File: src/rtl/sim_run_ctrl.sv
// sim_run_ctrl
// Run controller for the multi-cycle processor simulation. It holds the core in
// reset for RESET_CYCLES edges, then counts RUN cycles and watches the data
// memory write port. A store to RESULT_ADDR ends the run with pass/fail; running
// out of MAX_CYCLES ends it with timeout. The result is held until reset.
//
// Ports:
//   clk          in  1       single clock, rising edge
//   reset        in  1       synchronous, active-high
//   memwrite     in  1       store strobe from the core
//   dataadr      in  DATA_W  store address
//   writedata    in  DATA_W  store data
//   cpu_reset    out 1       reset to the core
//   running      out 1       high in RUN
//   done         out 1       high in DONE (sticky)
//   pass         out 1       result store matched PASS_VALUE (sticky)
//   fail         out 1       result store did not match (sticky)
//   timeout      out 1       MAX_CYCLES elapsed with no result store (sticky)
//   cycle_count  out CNT_W   RUN cycles elapsed
//   store_count  out CNT_W   stores seen in RUN, result store included
//   result_data  out DATA_W  data of the result store, or 0
//
// state | meaning
// ------+-----------------------------------------------------------
// HOLD  | core held in reset, hold_cnt counting release edges
// RUN   | core running, cycles and stores counted, result watched
// DONE  | verdict latched, everything frozen until reset
module sim_run_ctrl #(
   parameter int                 DATA_W       = 32,
   parameter int                 CNT_W        = 16,
   parameter int                 RESET_CYCLES = 2,
   parameter int                 MAX_CYCLES   = 50,
   parameter logic [DATA_W-1:0]  RESULT_ADDR  = 32'h54,
   parameter logic [DATA_W-1:0]  PASS_VALUE   = 32'd7,
   parameter bit                 HALT_ON_DONE = 1'b1
) (
   input  logic              clk,
   input  logic              reset,
   input  logic              memwrite,
   input  logic [DATA_W-1:0] dataadr,
   input  logic [DATA_W-1:0] writedata,
   output logic              cpu_reset,
   output logic              running,
   output logic              done,
   output logic              pass,
   output logic              fail,
   output logic              timeout,
   output logic [CNT_W-1:0]  cycle_count,
   output logic [CNT_W-1:0]  store_count,
   output logic [DATA_W-1:0] result_data
);

   typedef enum logic [1:0] {
      HOLD = 2'd0,
      RUN  = 2'd1,
      DONE = 2'd2
   } state_t;

   localparam logic [CNT_W-1:0] HOLD_LAST = CNT_W'(RESET_CYCLES - 1);
   localparam logic [CNT_W-1:0] CYC_LAST  = CNT_W'(MAX_CYCLES - 1);

   state_t             state_q, state_d;
   logic [CNT_W-1:0]   hold_cnt_q, hold_cnt_d;
   logic               cpu_reset_q, cpu_reset_d;
   logic               running_q, running_d;
   logic               done_q, done_d;
   logic               pass_q, pass_d;
   logic               fail_q, fail_d;
   logic               timeout_q, timeout_d;
   logic [CNT_W-1:0]   cycle_count_q, cycle_count_d;
   logic [CNT_W-1:0]   store_count_q, store_count_d;
   logic [DATA_W-1:0]  result_data_q, result_data_d;

   logic               result_store;
   logic               pass_match;

   assign result_store = memwrite && (dataadr == RESULT_ADDR);
   assign pass_match   = (writedata == PASS_VALUE);

   always_comb begin
      state_d       = state_q;
      hold_cnt_d    = hold_cnt_q;
      cpu_reset_d   = cpu_reset_q;
      running_d     = running_q;
      done_d        = done_q;
      pass_d        = pass_q;
      fail_d        = fail_q;
      timeout_d     = timeout_q;
      cycle_count_d = cycle_count_q;
      store_count_d = store_count_q;
      result_data_d = result_data_q;

      case (state_q)
         HOLD: begin
            cpu_reset_d = 1'b1;
            running_d   = 1'b0;
            hold_cnt_d  = hold_cnt_q + 1'b1;
            // Release the core on the same edge we enter RUN, so its first
            // un-reset edge sees cycle_count = 0.
            if (hold_cnt_q == HOLD_LAST) begin
               state_d     = RUN;
               hold_cnt_d  = '0;
               cpu_reset_d = 1'b0;
               running_d   = 1'b1;
            end
         end

         RUN: begin
            cycle_count_d = cycle_count_q + 1'b1;
            if (memwrite) begin
               store_count_d = store_count_q + 1'b1;
            end
            // A result store wins over a timeout landing on the same edge.
            if (result_store) begin
               state_d       = DONE;
               running_d     = 1'b0;
               done_d        = 1'b1;
               cpu_reset_d   = HALT_ON_DONE;
               result_data_d = writedata;
               pass_d        = pass_match;
               fail_d        = !pass_match;
            end else if (cycle_count_q == CYC_LAST) begin
               state_d     = DONE;
               running_d   = 1'b0;
               done_d      = 1'b1;
               cpu_reset_d = HALT_ON_DONE;
               timeout_d   = 1'b1;
            end
         end

         DONE: begin
            cpu_reset_d = HALT_ON_DONE;
         end

         default: begin
            state_d = HOLD;
         end
      endcase
   end

   always_ff @(posedge clk) begin
      if (reset) begin
         state_q       <= HOLD;
         hold_cnt_q    <= '0;
         cpu_reset_q   <= 1'b1;
         running_q     <= 1'b0;
         done_q        <= 1'b0;
         pass_q        <= 1'b0;
         fail_q        <= 1'b0;
         timeout_q     <= 1'b0;
         cycle_count_q <= '0;
         store_count_q <= '0;
         result_data_q <= '0;
      end else begin
         state_q       <= state_d;
         hold_cnt_q    <= hold_cnt_d;
         cpu_reset_q   <= cpu_reset_d;
         running_q     <= running_d;
         done_q        <= done_d;
         pass_q        <= pass_d;
         fail_q        <= fail_d;
         timeout_q     <= timeout_d;
         cycle_count_q <= cycle_count_d;
         store_count_q <= store_count_d;
         result_data_q <= result_data_d;
      end
   end

   assign cpu_reset   = cpu_reset_q;
   assign running     = running_q;
   assign done        = done_q;
   assign pass        = pass_q;
   assign fail        = fail_q;
   assign timeout     = timeout_q;
   assign cycle_count = cycle_count_q;
   assign store_count = store_count_q;
   assign result_data = result_data_q;

endmodule

File: config.mk
export PLATFORM = sky130hd
export DESIGN_NAME = sim_run_ctrl
export DESIGN_NICKNAME = d
export VERILOG_FILES = /design/src/rtl/sim_run_ctrl.sv
export SDC_FILE = /design/constraint.sdc
export NUM_CORES = 1
export LEC_CHECK = 0
export BUFFER_PORTS_ARGS = -buffer_cell sky130_fd_sc_hd__buf_2
export CORE_ASPECT_RATIO = 0.8
export CORE_MARGIN = 2
export CORE_UTILIZATION = 50
export DETAILED_ROUTE_END_ITERATION = 8
export PLACE_DENSITY = 0.77
export SYNTH_ARGS = -nofsm -noshare
export SYNTH_HDL_FRONTEND = slang
export SYNTH_SLANG_ARGS = --single-unit
File: constraint.sdc
create_clock -name clk -period 2.2 [get_ports clk]
set_input_delay 0.11 -clock clk [delete_from_list [all_inputs] [get_ports clk]]
set_output_delay 0.11 -clock clk [all_outputs]
set_load 0.1 [all_outputs]
After elaboration in Yosys (flattened, before gate mapping)
Cells that the tools add are included.

storage, ports and cells
  bits in registers = 88
  bits in latches = 0
  RAM bits = 0
  bits in read-only memories = 0
  input port bits = 67
  output and inout port bits = 70
  word-level logic and storage cells = 50
  memories = 0

operators by class
  add/sub/neg operators = 3
  multiply operators = 0
  div/mod/pow operators = 0
  order comparisons = 0
  equality and inequality tests = 8
  shifts and indexed selects = 0
  multiplexer cells = 13
  bitwise logic cells = 2
  reduce and logical (&&, ||, !) cells = 13

operator list
  operator                                              number
  adder 16 x 1 -> 16 bit, second input constant         3
  equality test 32 x 3 -> 1 bit, second input constant  1
  equality test 32 x 7 -> 1 bit, second input constant  1
  equality test 16 x 1 -> 1 bit, second input constant  1
  equality test 16 x 6 -> 1 bit, second input constant  1
  2-to-1 mux 16 bit                                     1
  AND reduction 2 bit                                   5
  2-to-1 mux 1 bit                                      6
  2-to-1 mux 2 bit                                      3
  one-hot mux 2 bit (3 select lines)                    1
  AND reduction 3 bit                                   2
  nonzero test 2 bit                                    2
  != test 3 bit, second input constant                  1
  one-hot mux 1 bit (3 select lines)                    1
  nonzero test 3 bit                                    1
  equality test 2 x 1 -> 1 bit, second input constant   1
  equality test 2 bit, second input constant            1
  zero test 2 bit                                       1
  != test 2 bit, second input constant                  1
  NOT 1 bit                                             2
  one-hot mux 1 bit (2 select lines)                    1
  logical AND 1 bit                                     1
  zero test 1 bit                                       1

Logic depth before layout (Yosys ltp)
  depth in word-level cells = 4
  mapped depth = 8
  mapped depth without buffers = 7

Worst setup path before layout
Ideal clock, no wire load.

  path type = register to register
  start = register store_count_q[5] (netlist: store_count[5])
  end = register store_count_q[14] (netlist: store_count[14])
  setup time = 0.128 ns
  arrival time = 2.083 ns
  data required time = 2.072 ns
  setup slack = -0.011 ns
  stages on the path, launching flop included = 6
  buffers on the path = 0
  clock period less this slack = 2.211 ns
  cells stage by stage = dfxtp_1 -> and4_1 -> nand3_1 -> nor4_1 -> xnor2_1 -> nor2_1

on the way
  word-level cells in the longest chain between the ends = 1

ends and longest elaborated chain
  element                 line  RTL
  from (decl)             71    logic [CNT_W-1:0] store_count_q, store_count_d;
  from (signal assigned)  164   store_count_q <= store_count_d;
  adder 16 x 1 -> 16 bit  111   store_count_d = store_count_q + 1'b1;

Every way passes these cells.
A chain may end at the register's enable or synchronous reset.

Worst setup path after layout
  start = register state_q[0]
  end = register hold_cnt_q[9]

on the way
  word-level cells in the longest chain between the ends = 1

ends and longest elaborated chain
  element                 line  RTL
  from (decl)             62    state_t state_q, state_d;
  from (signal assigned)  155   state_q <= state_d;
  zero test 2 bit         93    case (state_q)
  to (signal assigned)    156   hold_cnt_q <= hold_cnt_d;
  to (decl)               63    logic [CNT_W-1:0] hold_cnt_q, hold_cnt_d;

Every way passes these cells.

==> out/qor.csv <==
stage;metric;value;unit
outcome;status;completed;
yosys;adder-cell area share of the yosys netlist;2.60;%
global_routing;first-pass GRT wire length;14100;um
yosys;Compound-Gate Fraction of Synth Area;4.39;%
critical_path;Crit-path slowest cell;or4_1;
critical_path;CP delay by family, top;simple AND/OR/NAND/NOR gates;
power;power density cells;768;nW/um2
timing;skew final;0.0105;ns
final_layout;non-filler instance count after layout;677;
placement;I/O Buffers;136;
placement;placed cell count;653;
clocking;clk sinks;88;
yosys;fraction of the mapped netlist area in simple logic gates;25.6;%
route;1st-iter DRT viols;175;
clocking;H-tree levels;3;
floorplanning;core area;7430;um2
run;MaxCap Viol Count;0;
final_layout;commonest non-fill, non-tap cell in the layout;buf_2;
clocking;root buffer cell;clkbuf_8;
timing;RSZ-0062 raised after global routing;no;
global_routing;initial antenna violation count;0;
global_routing;largest net degree at the start of global routing;82;
floorplanning;area of the die;8420;um2
critical_path;Worst Path Buf+Inv;1;
yosys;post-synthesis xor/xnor area fraction;8.88;%
yosys;post-synth cell types;39;
timing;slew margin rel.;45.2;%
yosys;proportion of synthesized area in mux cells;9.10;%
route;Vias per Instance;5.18;
timing;worst-margin pin slew;0.822;ns
yosys;Netlist Area Pre-Place;3850;um2
clocking;Hold Buf Count CTS;8;
critical_path;Crit. End Element;register;
placement;RePlAce Congestion;0.786;
power;leakage power figure;2.08;nW
clocking;Worst-Skew Late Latency;0.36;ns
clocking;clock buffer count from CTS;9;
final_layout;commonest non-fill, non-tap cells in the layout;buf_2 (136), nor2_1 (88), dfxtp_1 (87);
critical_path;crit path kind;register to register;
route;Remaining DRCs;0;
critical_path;arrival time at the worst endpoint;2.20;ns
final_layout;Final Net Count;642;
floorplanning;IO Pins;137;
clocking;CTS Buffer Depth;2;
final_layout;fin util;66.0;%
critical_path;Crit path depth;6;
min_path;hold path depth;3;
final_layout;Syn-to-layout area delta;27.3;%
clocking;post-cts sizing count;0;
clocking;postcts setup bufs;0;
route;aggregate routed wire length;9170;um
yosys;ys flop type;dfxtp_1;
timing;Final Slew Violations;0;
global_routing;number of global-route vias before repair;3102;
yosys;register area share after synthesis;45.8;%
yosys;syn nets;501;
yosys;cells after synthesis;426;
route;average wire per standard cell;13.5;um
critical_path;Startpoint Class;register;
floorplanning;die span in y;82.5;um
timing;Setup-failing EPs final;0;
route;post-route antenna net violation count;0;
route;Initial DRT Pass Iterations;4;
critical_path;CP max stage delay;0.55;ns
timing;setup TNS;0;ns
global_routing;GRT Residual Overflow;0;
floorplanning;Die X;102;um
floorplanning;FP Rows;28;
critical_path;ordered cell list for the critical path;inv_1 -> ha_1 -> nand3_1 -> or3_1 -> or4_1 -> a21oi_1;
floorplanning;Initial Util;51.8;%
critical_path;crit path max fanout;7;
clocking;CTS tree;built;
timing;Final Cycle Share;87.5;%
timing;Fmax achieved;519;MHz
final_layout;ant diodes;0;
yosys;YS warnings;0;
power;maximum VDD drop;0.000462;V
critical_path;CP required;2.48;ns
timing;Period minus WS final;1.93;ns
global_routing;Tot GR Track Use;21.4;%
min_path;Hold WC Path Type;primary input to register;
yosys;Synth Area per Inst;9.03;um2
clocking;Reg clk slew, reported paths;0.08;ns
final_layout;share of cells above drive strength 1;27.8;%
critical_path;reg2reg path depth;6;
yosys;flop and latch count out of synthesis;88;
yosys;ys async rst share;0;%
placement;DP Wirelength;6580;um
yosys;Post-synth EDFFs;0;
timing;Fin. Hold Viols;0;
yosys;largest family of logic cells by synthesized area;simple AND/OR/NAND/NOR gates;
route;vias post-DR;3504;
## per-layer routing
layer | part of all wire, % | GRT usage, % | vias to the layer above
li1 | - | - | 1762
met1 | 45 | 27.8 | 1620
met2 | 48 | 34.8 | 117
met3 | 6.1 | 7.32 | 5
met4 | 0.55 | 4.67 | 0
met5 | 0 | 0 | -
## registers in the layout, indices dropped and copies added (netlist names)
register,cells
timeout,1
fail,1
running,1
done,1
store_count,16
result_data,32
cycle_count,16
pass,1
hold_cnt_q,16
state_q,2
cpu_reset,1
## worst paths after layout
kind / from / end / slack [ns]
max: state_q[0] / hold_cnt_q[9] / 0.27
max reg2reg: state_q[0] / hold_cnt_q[9] / 0.27
min reg2reg: done / done / 0.48
min: writedata[6] / result_data[6] / 0.01
## report_power, final
part	leakage, nW	total, mW	internal, mW	switching [mW]
clock network	0.104	1.14	0.567	0.578
registers	0.710	1.75	1.66	0.0927
logic	1.26	0.867	0.276	0.591
## kinds of logic after synthesis
family / Yosys count
buf+inv: 30
fa+ha+maj: 8
compound gates: 29
mux: 35
xor+xnor: 39
flops: 88
simple gates: 197
## cell usage after synthesis (all sizes together), types with 2 or more instances
cell	number	area, um2
dfxtp	88	1760
nor2	88	330
mux2i	35	350
xor2	25	219
nand2	20	75.1
nor4	18	113
nand3	14	70.1
nand4	14	93.8
xnor2	14	123
a21oi	12	60.1
inv	12	45.0
nor3	11	55.1
buf	9	63.8
clkbuf	9	33.8
o21ai	9	45.0
ha	8	100
and4	7	61.3
nor4b	5	43.8
or3	5	31.3
and3	4	25.0
a211oi	3	22.5
nand2b	2	12.5
nor4bb	2	20.0
## tightest hold or removal path: cells and delay by family
| family | cells | cell delay (ns) |
|---|---|---|
| AND/OR/NAND/NOR | 1 | 0.07 |
| buffers and inverters | 1 | 0.09 |
| multiplexers | 1 | 0.06 |
## area by class of cell
| class | count | area [um2] |
|---|---|---|
| fill | 662 | 2530 |
| multi-input combinational | 308 | 1950 |
| sequential | 88 | 1760 |
| timing repair buffer | 148 | 803 |
| clock buffer | 11 | 141 |
| tap | 105 | 131 |
| clock inverter | 5 | 65.1 |
| inverter | 12 | 45.0 |
## per-stage QoR
stage / hold WS (ns) / cell area, um2 / setup slack (ns) / power, mW
2_1_floorplan: 0.257 / 3850 / 0.00167 / 2.41
3_3_place_gp: 0.359 / 4610 / 0.348 / 2.62
3_5_place_dp: 0.367 / 4610 / 0.304 / 2.64
4_1_cts: 0.000823 / 4900 / 0.274 / 3.78
5_1_grt: 0.00508 / 4900 / 0.0628 / 3.96
6_report: 0.0136 / 4900 / 0.275 / 3.76
Power figures use the tool's default switching activity.
